### src/rtl/watch_chain_reader_if.sv
// Host-side handshake and parallel result bus of the watch-chain scan master.
interface watch_chain_reader_if #(
  parameter int unsigned WDWIDTH = 133,
  parameter int unsigned WSWIDTH = 1
);
  logic               req;
  logic               busy;
  logic               valid;
  logic [WDWIDTH-1:0] watch_data;
  logic [WSWIDTH-1:0] signal_data;

  modport master (output req, input busy, input valid, input watch_data, input signal_data);
  modport slave  (input req, output busy, output valid, output watch_data, output signal_data);
endinterface

### src/rtl/watch_chain_reader.sv
// Scan master: captures the CPU watch-data and watch-signal chains in one edge,
// shifts both out serially and presents the assembled words with a valid strobe.
module watch_chain_reader #(
  parameter int unsigned WDWIDTH = 133,
  parameter int unsigned WSWIDTH = 1
) (
  input  logic                clk,
  input  logic                reset,
  watch_chain_reader_if.slave bus,
  output logic                scan_in,
  output logic [1:0]          scan_ctrl1,
  output logic [1:0]          scan_ctrl2,
  input  logic                scan_out1,
  input  logic                scan_out2
);

  localparam int unsigned CW = $clog2(WDWIDTH + 1);
  localparam logic [1:0] CTRL_IDLE    = 2'b00;
  localparam logic [1:0] CTRL_CAPTURE = 2'b01;
  localparam logic [1:0] CTRL_SHIFT   = 2'b10;

  typedef enum logic [1:0] {IDLE, CAPTURE, SHIFT, DONE} state_t;

  state_t             state;
  logic [CW-1:0]      count;
  logic               busy;
  logic               valid;
  logic [WDWIDTH-1:0] wd_sr;
  logic [WSWIDTH-1:0] ws_sr;
  logic [WDWIDTH-1:0] wd_next_c;
  logic [WSWIDTH-1:0] ws_next_c;

  // Shift-register next values; single-bit chains have no upper slice.
  generate
    if (WDWIDTH == 1) begin : g_wd1
      assign wd_next_c = scan_out1;
    end else begin : g_wdn
      assign wd_next_c = {scan_out1, wd_sr[WDWIDTH-1:1]};
    end
    if (WSWIDTH == 1) begin : g_ws1
      assign ws_next_c = scan_out2;
    end else begin : g_wsn
      assign ws_next_c = {scan_out2, ws_sr[WSWIDTH-1:1]};
    end
  endgenerate

  // FSM with outputs registered alongside the state they belong to.
  always_ff @(posedge clk) begin
    if (reset) begin
      state      <= IDLE;
      count      <= '0;
      busy       <= 1'b0;
      valid      <= 1'b0;
      scan_ctrl1 <= CTRL_IDLE;
      scan_ctrl2 <= CTRL_IDLE;
      wd_sr      <= '0;
      ws_sr      <= '0;
    end else begin
      valid      <= 1'b0;
      scan_ctrl1 <= CTRL_IDLE;
      scan_ctrl2 <= CTRL_IDLE;
      unique case (state)
        IDLE: begin
          if (bus.req) begin
            state      <= CAPTURE;
            busy       <= 1'b1;
            count      <= '0;
            scan_ctrl1 <= CTRL_CAPTURE;
            scan_ctrl2 <= CTRL_CAPTURE;
          end
        end
        CAPTURE: begin
          state      <= SHIFT;
          scan_ctrl1 <= CTRL_SHIFT;
          scan_ctrl2 <= CTRL_SHIFT;
        end
        SHIFT: begin
          wd_sr <= wd_next_c;
          if (count < CW'(WSWIDTH)) begin
            ws_sr <= ws_next_c;
          end
          if (count == CW'(WDWIDTH - 1)) begin
            state <= DONE;
            valid <= 1'b1;
          end else begin
            count      <= count + CW'(1);
            scan_ctrl1 <= CTRL_SHIFT;
            // Signal chain stops once its last bit has been taken.
            scan_ctrl2 <= (count < CW'(WSWIDTH - 1)) ? CTRL_SHIFT : CTRL_IDLE;
          end
        end
        DONE: begin
          state <= IDLE;
          busy  <= 1'b0;
        end
      endcase
    end
  end

  assign scan_in         = 1'b0;
  assign bus.busy        = busy;
  assign bus.valid       = valid;
  assign bus.watch_data  = wd_sr;
  assign bus.signal_data = ws_sr;

endmodule

### src/flat_wrapper.sv
// flat-port wrapper written by rule: the top's interface ports become plain ports
module watch_chain_reader_flat 
#(
  parameter int unsigned WDWIDTH = 133,
  parameter int unsigned WSWIDTH = 1
)
  (clk, reset, scan_in, scan_ctrl1, scan_ctrl2, scan_out1, scan_out2, bus_req, bus_busy, bus_valid, bus_watch_data, bus_signal_data);
  watch_chain_reader_if #(.WDWIDTH(WDWIDTH), .WSWIDTH(WSWIDTH)) bus_i ();
  input  logic clk;
  input  logic reset;
  output logic scan_in;
  output logic [1:0] scan_ctrl1;
  output logic [1:0] scan_ctrl2;
  input  logic scan_out1;
  input  logic scan_out2;
  input wire logic [$bits(bus_i.req)-1:0] bus_req;
  output wire logic [$bits(bus_i.busy)-1:0] bus_busy;
  output wire logic [$bits(bus_i.valid)-1:0] bus_valid;
  output wire logic [$bits(bus_i.watch_data)-1:0] bus_watch_data;
  output wire logic [$bits(bus_i.signal_data)-1:0] bus_signal_data;
  assign bus_i.req = bus_req;
  assign bus_busy = bus_i.busy;
  assign bus_valid = bus_i.valid;
  assign bus_watch_data = bus_i.watch_data;
  assign bus_signal_data = bus_i.signal_data;
  watch_chain_reader #(.WDWIDTH(WDWIDTH), .WSWIDTH(WSWIDTH)) u_core (.clk(clk), .reset(reset), .bus(bus_i), .scan_in(scan_in), .scan_ctrl1(scan_ctrl1), .scan_ctrl2(scan_ctrl2), .scan_out1(scan_out1), .scan_out2(scan_out2));
endmodule
### config.mk
export PLATFORM = sky130hd
export DESIGN_NAME = watch_chain_reader_flat
export DESIGN_NICKNAME = d
export VERILOG_FILES = /design/src/rtl/watch_chain_reader_if.sv /design/src/rtl/watch_chain_reader.sv /design/src/flat_wrapper.sv
export SDC_FILE = /design/constraint.sdc
export NUM_CORES = 1
export LEC_CHECK = 0
export BUFFER_PORTS_ARGS = -buffer_cell sky130_fd_sc_hd__buf_2
export CAP_MARGIN = 15
export CORE_ASPECT_RATIO = 1.25
export CORE_MARGIN = 1
export CORE_UTILIZATION = 52
export DETAILED_ROUTE_END_ITERATION = 16
export GPL_TIMING_DRIVEN = 0
export HOLD_SLACK_MARGIN = 0.02
export PLACE_DENSITY_LB_ADDON = 0.05
export RECOVER_POWER = 25
export SLEW_MARGIN = 10
export SYNTH_ARGS = -nofsm -noshare
export SYNTH_HDL_FRONTEND = slang
export SYNTH_SLANG_ARGS = --single-unit
### constraint.sdc
create_clock -name clk -period 2.25 [get_ports clk]
set_clock_uncertainty 0.05 [all_clocks]
set_input_delay 0.225 -clock clk [delete_from_list [all_inputs] [get_ports clk]]
set_output_delay 0.225 -clock clk [all_outputs]
set_load 0.02 [all_outputs]
==> key figures, run 1 <==
Status
  – Outcome: finished clean

Finish
  – Final core utilization: 0.682
  – Fin nets: 704
  – N_diodes: 0
  – Most common cell after layout, fill and taps aside: sky130_fd_sc_hd__dfxtp_1
  – Non-filler cells, final: 833
  – FILL cells: 872
  – Highest-count cells in the layout ignoring fill and taps: sky130_fd_sc_hd__dfxtp_1, sky130_fd_sc_hd__nor2_1, sky130_fd_sc_hd__mux2i_1, sky130_fd_sc_hd__clkbuf_1, sky130_fd_sc_hd__buf_2
  – Post-synthesis to final-layout area growth: 26.3%
  – Share of layout cells above drive strength 1: 0.182

Power
  – Power dissipated by switching net loads: 1840 uW
  – Standby leakage power: 0.00275 uW
  – Cell internal power dissipation: 5350 uW
  – Total power per unit cell area: 1030 mW/mm2
  – Total design power: 7190 uW
  – Comb power frac: 0.198
  – Maximum vdd drop: 0.648 mV
  – Part of the power in the clock network: 0.423
  – Reg power frac: 0.379
  – Sw frac: 0.256

CTS
  – Skew-Pair Late Insertion Delay: 0.40 ns
  – Buffer levels on the longest clock path: 2
  – Clock slew at reported path FFs: 0.06 ns
  – H-tree depth: 4
  – Root buffer selected by CTS: sky130_fd_sc_hd__clkbuf_16
  – TritonCTS buffer count: 17
  – TritonCTS clock tree: yes
  – Setup repair bufs after CTS: 0
  – CTS sink count: 149

Synthesis
  – Cell taking the most area after synthesis: sky130_fd_sc_hd__dfxtp_1
  – Mean instance size in the synthesized netlist: 10.4 um2
  – Syn. warnings: 0
  – Cell types with the largest area share after synthesis: sky130_fd_sc_hd__dfxtp_1, sky130_fd_sc_hd__mux2i_1, sky130_fd_sc_hd__nor2_1
  – Library cells used by synthesis: 33
  – Cells after Synth: 529
  – Seq/Total Area, Yosys: 0.542
  – Netlist area before placement: 0.00551 mm2
  – Net count of the mapped netlist: 540
  – Proportion of netlist area held by the largest area contributor: 0.542
  – Number of synthesized register bits: 149

Worst setup path
  – Worst setup path category: flip-flop to flip-flop
  – Category of the worst setup path launch point: flip-flop
  – Maximum fanout encountered on the critical timing path: 10
  – CP delay by family, top: simple AND/OR/NAND/NOR gates
  – Worst stage delay on the critical path: 0.40 ns
  – Arrival time at the worst endpoint: 2.38 ns
  – Critical path capture point type: flip-flop
  – Worst path slowest cell: sky130_fd_sc_hd__or4_1
  – Buffers plus inverters on the worst setup path: 3
  – Required time of the worst setup path: 2.52 ns
  – Ordered cell list for the critical path: inv_1, ha_2, buf_8, and4bb_4, a211o_1, buf_6, or4_1, a31oi_1

GRT
  – Pin count of the biggest net entering global routing: 17
  – Wire length of the first global-routing pass: 17700 um
  – GRT Util Overall: 0.207
  – Antenna violations before repair: 0
  – Via count of the first global-routing pass: 3834
  – Grt total ovfl: 0

Die
  – Area enclosed by the die boundary: 0.0110 mm2
  – Y dimension of the die: 117 um
  – Num ports: 146
  – Site row count: 41
  – Core area: 0.0102 mm2
  – Die extent in x: 94.1 um
  – Initial Util: 0.540

Timing
  – Setup TNS: 0 ns
  – Worst slew pin tran: 0.720 ns
  – Max frequency: 0.474 GHz
  – Hold violation total from the final report: 0
  – Final Max Slew Viols: 0
  – Max transition margin: 0.520
  – Final critical-path required period: 2.11 ns
  – RSZ-0062 raised after global routing: false
  – Final setup violation count: 0
  – Share of the clock period used by the worst path: 0.938

Placement
  – Final weighted congestion of routability-driven global placement: 0.804
  – Port Buffer Count: 143
  – Placed Instances: 801
  – DPL Wire Length: 7720 um

Detailed routing
  – Count of TritonRoute iterations in the first routing pass: 4
  – Post-detailed-route wirelength per cell: 13.2 um
  – Routed via count: 4134
  – Number of vias per cell: 4.96
  – Detail Route Antenna Nets: 0
  – Total DRC errors in the routed layout: 0
  – Number of design-rule violations left by the first detailed-router iteration: 108
  – Total length of routed wires: 11000 um

Hold path
  – Path class of the lowest-slack min-delay path: input pin to flip-flop

Run
  – Count of maximum capacitance violations: 0
power groups by stage:
stage | registers, uW | clock network (uW) | logic (uW)
6_report | 2730 | 3050 | 1420
5_1_grt | 2730 | 3210 | 1540
4_1_cts | 2720 | 3100 | 1440
3_5_place_dp | 2780 | 0 | 1430
3_3_place_gp | 2780 | 0 | 1400
2_1_floorplan | 2810 | 0 | 1150
synth_stat cells:
cell type	number
sky130_fd_sc_hd__nand2_1	14
sky130_fd_sc_hd__and4bb_2	1
sky130_fd_sc_hd__or2_2	1
sky130_fd_sc_hd__inv_1	5
sky130_fd_sc_hd__a211o_1	2
sky130_fd_sc_hd__o21ai_0	2
sky130_fd_sc_hd__a31o_2	1
sky130_fd_sc_hd__nand2b_1	2
sky130_fd_sc_hd__mux2i_1	135
sky130_fd_sc_hd__nor2_1	141
sky130_fd_sc_hd__mux2_2	2
sky130_fd_sc_hd__or3_1	1
sky130_fd_sc_hd__buf_8	1
sky130_fd_sc_hd__buf_2	10
sky130_fd_sc_hd__ha_1	6
sky130_fd_sc_hd__nor2b_1	2
sky130_fd_sc_hd__clkbuf_8	3
sky130_fd_sc_hd__clkbuf_1	19
sky130_fd_sc_hd__buf_6	1
sky130_fd_sc_hd__a31oi_1	3
sky130_fd_sc_hd__and2b_2	1
sky130_fd_sc_hd__and4bb_4	1
sky130_fd_sc_hd__buf_4	2
sky130_fd_sc_hd__a21oi_1	6
sky130_fd_sc_hd__nand3_1	6
sky130_fd_sc_hd__a211oi_1	1
sky130_fd_sc_hd__dfxtp_1	149
sky130_fd_sc_hd__or4_1	3
sky130_fd_sc_hd__o211ai_1	2
sky130_fd_sc_hd__nor4_1	3
sky130_fd_sc_hd__nand4_1	1
sky130_fd_sc_hd__nor3b_1	1
sky130_fd_sc_hd__conb_1	1
worst min-delay path, cell delays in order:
cell,delay (ns)
sky130_fd_sc_hd__buf_2,0.09
sky130_fd_sc_hd__nand2_1,0.07
sky130_fd_sc_hd__nor2_1,0.08
flip-flops by register name, summed over array words and instances, names as in the netlist:
signal / cells
u_core.bus.watch_data: 133
u_core.state: 2
u_core.count: 8
u_core.scan_ctrl2: 1
u_core.bus.valid: 1
u_core.scan_ctrl1: 2
u_core.bus.busy: 1
u_core.bus.signal_data: 1
final timing paths:
kind,slack [ns],from,end,cells past startpoint
max reg2reg,0.14,u_core.state[0]$_SDFFE_PP0P_,u_core.count[6]$_SDFFE_PP0P_,8
min reg2reg,0.40,u_core.bus.signal_data$_SDFFE_PP0P_,u_core.bus.signal_data$_SDFFE_PP0P_,2
max,0.14,u_core.state[0]$_SDFFE_PP0P_,u_core.count[6]$_SDFFE_PP0P_,8
min,0.06,bus_req,u_core.scan_ctrl1[0]$_SDFF_PP0_,3
area by class of cell:
cell class	instances	area, um2	share of cell area
flip-flops and latches	149	2980	0.429
multi-input cells	339	2300	0.331
repair buffers	145	648	0.0931
clock buffers	21	470	0.0676
plain buffers	36	195	0.0281
clock inverters	9	175	0.0252
well taps	129	161	0.0232
inverters	5	18.8	0.00270
cells by family after synthesis:
| group | synth area share |
|---|---|
| multiplexers | 0.249 |
| flip-flops | 0.542 |
| AND/OR/NAND/NOR | 0.135 |
| adder cells (fa/ha/maj) | 0.0136 |
| other | 0.000681 |
| buffers and inverters | 0.0404 |
| AO/OA/AOI/OAI | 0.0195 |
per-layer routing:
metal | vias up | routed length [um] | global-route usage
met1 | 1919 | 4540 | 0.223
met5 | - | 0 | 0
li1 | 2094 | - | -
met3 | 20 | 670 | 0.0724
met2 | 101 | 5550 | 0.360
met4 | 0 | 272 | 0.104
metrics by stage:
step	cell area [um2]	hold slack, ns	worst slack, ns
6_report	6960	0.0552	0.140
5_1_grt	6960	0.0739	0.0105
4_1_cts	7050	0.0441	0.00336
3_5_place_dp	6380	0.400	0.0513
3_3_place_gp	6380	0.396	0.0764
2_1_floorplan	5510	0.319	0.195
what timing repair did:
| action | 4_1_cts | 5_1_grt |
|---|---|---|
| hold endpoints to repair | 2 | 0 |
| hold buffers | 2 | 0 |
| setup endpoints to repair | 0 | 103 |
| resized for setup | 0 | 4 |
Power figures use the tool's default switching activity.
==> run 2, diff against run 1 <==
--- a/config.mk
+++ b/config.mk
@@ -5,6 +5,7 @@
 export SDC_FILE = /design/constraint.sdc
 export NUM_CORES = 1
 export LEC_CHECK = 0
+export ABC_AREA = 1
 export BUFFER_PORTS_ARGS = -buffer_cell sky130_fd_sc_hd__buf_2
 export CAP_MARGIN = 15
 export CORE_ASPECT_RATIO = 1.25
==> key figures, run 2 <==
Synthesis
  – Library cells used by synthesis: 21 (was 33)
  – Number of synthesized register bits: 149 (unchanged)
  – Synth async-reset ratio: 0 (unchanged)
  – Mean instance size in the synthesized netlist: 7.61 um2 (was 10.4 um2)
  – Dominant synthesized flop cell: sky130_fd_sc_hd__dfxtp_1 (unchanged)
  – Cell taking the most area after synthesis: sky130_fd_sc_hd__dfxtp_1 (unchanged)
  – Seq/Total Area, Yosys: 0.542 (about the same)
  – Cell types with the largest area share after synthesis: sky130_fd_sc_hd__dfxtp_1, sky130_fd_sc_hd__nor2_1, sky130_fd_sc_hd__o21ai_0 (was sky130_fd_sc_hd__dfxtp_1, sky130_fd_sc_hd__mux2i_1, sky130_fd_sc_hd__nor2_1)
  – Most used standard cells in the synthesized netlist: sky130_fd_sc_hd__nor2_1, sky130_fd_sc_hd__dfxtp_1, sky130_fd_sc_hd__o21ai_0, sky130_fd_sc_hd__nand2_1, sky130_fd_sc_hd__clkbuf_1 (was sky130_fd_sc_hd__dfxtp_1, sky130_fd_sc_hd__nor2_1, sky130_fd_sc_hd__mux2i_1, sky130_fd_sc_hd__clkbuf_1, sky130_fd_sc_hd__nand2_1)
  – Net count of the mapped netlist: 734 (was 540)
  – Cells after Synth: 723 (was 529)
  – Proportion of netlist area held by the largest area contributor: 0.542 (about the same)
  – Netlist area before placement: 0.00551 mm2 (about the same)
  – Number of synthesized flops with an enable pin: 0 (unchanged)
  – Syn. warnings: 0 (unchanged)
  – Most used standard cell by instance count after synthesis: sky130_fd_sc_hd__nor2_1 (was sky130_fd_sc_hd__dfxtp_1)

GRT
  – Grt total ovfl: 0 (unchanged)
  – Pin count of the biggest net entering global routing: 17 (unchanged)
  – Antenna violations before repair: 0 (unchanged)
  – GRT Util Overall: 0.225 (was 0.207)
  – Wire length of the first global-routing pass: 19700 um (was 17700 um)
  – Via count of the first global-routing pass: 4413 (was 3834)

Detailed routing
  – Count of TritonRoute iterations in the first routing pass: 5 (was 4)
  – Number of vias per cell: 4.90 (was 4.96)
  – Detail Route Antenna Nets: 0 (unchanged)
  – Total length of routed wires: 12400 um (was 11000 um)
  – Post-detailed-route wirelength per cell: 12.0 um (was 13.2 um)
  – Routed via count: 5045 (was 4134)
  – Total DRC errors in the routed layout: 0 (unchanged)
  – Number of design-rule violations left by the first detailed-router iteration: 237 (was 108)

CTS
  – Setup repair bufs after CTS: 0 (unchanged)
  – Count of cells resized by post-cts repair: 0 (unchanged)
  – Clock slew at reported path FFs: 0.06 ns (about the same)
  – TritonCTS buffer count: 17 (unchanged)
  – Skew-Pair Late Insertion Delay: 0.41 ns (was 0.40 ns)
  – Hold buffer count at CTS: 3 (was 2)
  – H-tree depth: 4 (unchanged)
  – Buffer levels on the longest clock path: 2 (unchanged)
  – TritonCTS clock tree: yes (unchanged)
  – Root buffer selected by CTS: sky130_fd_sc_hd__clkbuf_16 (unchanged)
  – CTS sink count: 149 (unchanged)

Worst setup path
  – Category of the worst setup path launch point: flip-flop (unchanged)
  – Worst setup path category: flip-flop to flip-flop (unchanged)
  – Worst setup path endpoint: u_core.bus.watch_data[47]$_SDFFE_PP0P_ (was u_core.count[6]$_SDFFE_PP0P_)
  – Logic depth of the worst path, buffers included: 8 (unchanged)
  – Arrival time at the worst endpoint: 2.18 ns (was 2.38 ns)
  – Capture instance of the worst register-to-register path: u_core.bus.watch_data[47]$_SDFFE_PP0P_ (was u_core.count[6]$_SDFFE_PP0P_)
  – Buffers plus inverters on the worst setup path: 5 (was 3)
  – Critical path capture point type: flip-flop (unchanged)
  – Worst stage delay on the critical path: 0.36 ns (was 0.40 ns)
  – Setup slack, reg-to-reg: 0.36 ns (was 0.14 ns)
  – Crit path from: u_core.state[0]$_SDFFE_PP0P_ (unchanged)
  – Worst path slowest cell: sky130_fd_sc_hd__clkbuf_1 (was sky130_fd_sc_hd__or4_1)
  – CP delay by family, top: buffers and inverters (was simple AND/OR/NAND/NOR gates)
  – Startpoint of the worst-slack reg-to-reg timing path: u_core.state[0]$_SDFFE_PP0P_ (unchanged)
  – Required time of the worst setup path: 2.54 ns (was 2.52 ns)
  – Cells on worst reg2reg path: 8 (unchanged)
  – Maximum fanout encountered on the critical timing path: 10 (unchanged)
  – Ordered cell list for the critical path: inv_1, ha_1, buf_6, inv_2, buf_6, clkbuf_1, nor2_1, nor2_1 (was inv_1, ha_2, buf_8, and4bb_4, a211o_1, buf_6, or4_1, a31oi_1)

Die
  – Num ports: 146 (unchanged)
  – Y dimension of the die: 117 um (about the same)
  – Initial Util: 0.539 (was 0.540)
  – Core area: 0.0102 mm2 (unchanged)
  – Area enclosed by the die boundary: 0.0110 mm2 (about the same)
  – Die extent in x: 94.0 um (was 94.1 um)
  – Site row count: 41 (unchanged)

Timing
  – RSZ-0062 raised after global routing: false (unchanged)
  – Setup TNS: 0 ns (unchanged)
  – Final critical-path required period: 1.89 ns (was 2.11 ns)
  – Max frequency: 0.530 GHz (was 0.474 GHz)
  – Final setup slack of the worst path: 0.365 ns (was 0.140 ns)
  – Final setup violation count: 0 (unchanged)
  – Final Max Slew Viols: 0 (unchanged)
  – Hold violation total from the final report: 0 (unchanged)
  – Share of the clock period used by the worst path: 0.838 (was 0.938)

Hold path
  – Cell depth of the worst min-delay path: 2 (was 3)
  – Path class of the lowest-slack min-delay path: input pin to flip-flop (unchanged)

Finish
  – Highest-count cells in the layout ignoring fill and taps: sky130_fd_sc_hd__nor2_1, sky130_fd_sc_hd__dfxtp_1, sky130_fd_sc_hd__o21ai_0, sky130_fd_sc_hd__clkbuf_1, sky130_fd_sc_hd__buf_2 (was sky130_fd_sc_hd__dfxtp_1, sky130_fd_sc_hd__nor2_1, sky130_fd_sc_hd__mux2i_1, sky130_fd_sc_hd__clkbuf_1, sky130_fd_sc_hd__buf_2)
  – Most common cell after layout, fill and taps aside: sky130_fd_sc_hd__nor2_1 (was sky130_fd_sc_hd__dfxtp_1)
  – Share of layout cells above drive strength 1: 0.144 (was 0.182)
  – Final non-filler cell area: 0.00692 mm2 (was 0.00696 mm2)
  – Largest register FFs: 133 (unchanged)
  – Fin nets: 899 (was 704)
  – Post-synthesis to final-layout area growth: 25.7% (was 26.3%)
  – N_diodes: 0 (unchanged)

Power
  – Maximum vdd drop: 0.832 mV (was 0.648 mV)
  – Total power per unit cell area: 1640 mW/mm2 (was 1030 mW/mm2)
  – Standby leakage power: 0.00340 uW (was 0.00275 uW)

Placement
  – Final weighted congestion of routability-driven global placement: 0.891 (was 0.804)
  – Post-place instance area: 0.00638 mm2 (about the same)
  – Pre-CTS worst setup slack: 0.364 ns (was 0.0513 ns)
  – Port Buffer Count: 143 (unchanged)
  – DPL Wire Length: 8660 um (was 7720 um)

Status
  – Outcome: finished clean (unchanged)

Run
  – Count of maximum capacitance violations: 0 (unchanged)
-- run 2: routing by layer --
metal | GRT usage | up-vias | wire length [um]
met5 | 0 | - | 0
met4 | 0.0841 | 0 | 155
met3 | 0.0594 | 15 | 644
met2 | 0.385 | 121 | 6020
met1 | 0.270 | 2283 | 5570
li1 | - | 2626 | -
-- run 2: layout make-up --
cell class | instances | area, um2
flip-flops and latches | 149 | 2980
clock buffers | 23 | 498
multi-input cells | 503 | 2170
clock inverters | 8 | 97.6
well taps | 129 | 161
inverters | 22 | 82.6
fillers | 904 | 3290
repair buffers | 146 | 658
plain buffers | 49 | 272
-- run 2: logic make-up after synthesis --
logic type / Yosys count / share of synthesized area
flip-flops: 149 / 0.542
other: 1 / 0.000681
buffers and inverters: 71 / 0.0643
adder cells (fa/ha/maj): 6 / 0.0136
AO/OA/AOI/OAI: 148 / 0.136
AND/OR/NAND/NOR: 348 / 0.243
-- run 2: per-stage QoR --
stage / hold WS, ns / util / cells / power (uW)
final: 0.0471 / 0.678 / 1029 / 11400
after floorplan: 0.296 / - / 723 / 7240
after detailed placement: 0.414 / 0.625 / 995 / 8730
after CTS: 0.0351 / 0.686 / 1029 / 11500
after global routing: 0.0511 / 0.678 / 1029 / 12100
after global placement: 0.396 / 0.625 / 995 / 8590
-- run 2: how the worst min path moves through the flow --
stage                   start                                      end  slack (ns)
finish                  reset             u_core.count[3]$_SDFFE_PP0P_        0.05
global route            reset          u_core.scan_ctrl1[0]$_SDFF_PP0_        0.05
CTS                     reset             u_core.count[2]$_SDFFE_PP0P_        0.04
detailed placement  scan_out1  u_core.bus.watch_data[132]$_SDFFE_PP0P_        0.41
global placement    scan_out1  u_core.bus.watch_data[132]$_SDFFE_PP0P_        0.40
floorplan             bus_req          u_core.scan_ctrl1[0]$_SDFF_PP0_        0.30
-- run 2: power by group --
part	internal [uW]	switching [uW]	total, uW
registers	3660	735	4400
logic	1270	2900	4170
clock network	1770	1030	2790
-- run 2: worst reg2reg max path: cells and delay by family, from the launching register on --
| kind | cells | cell delay, ns |
|---|---|---|
| adders and majority gates | 1 | 0.33 |
| and+or+nand+nor | 2 | 0.20 |
| DFF | 1 | 0.35 |
| buffers and inverters | 5 | 0.88 |
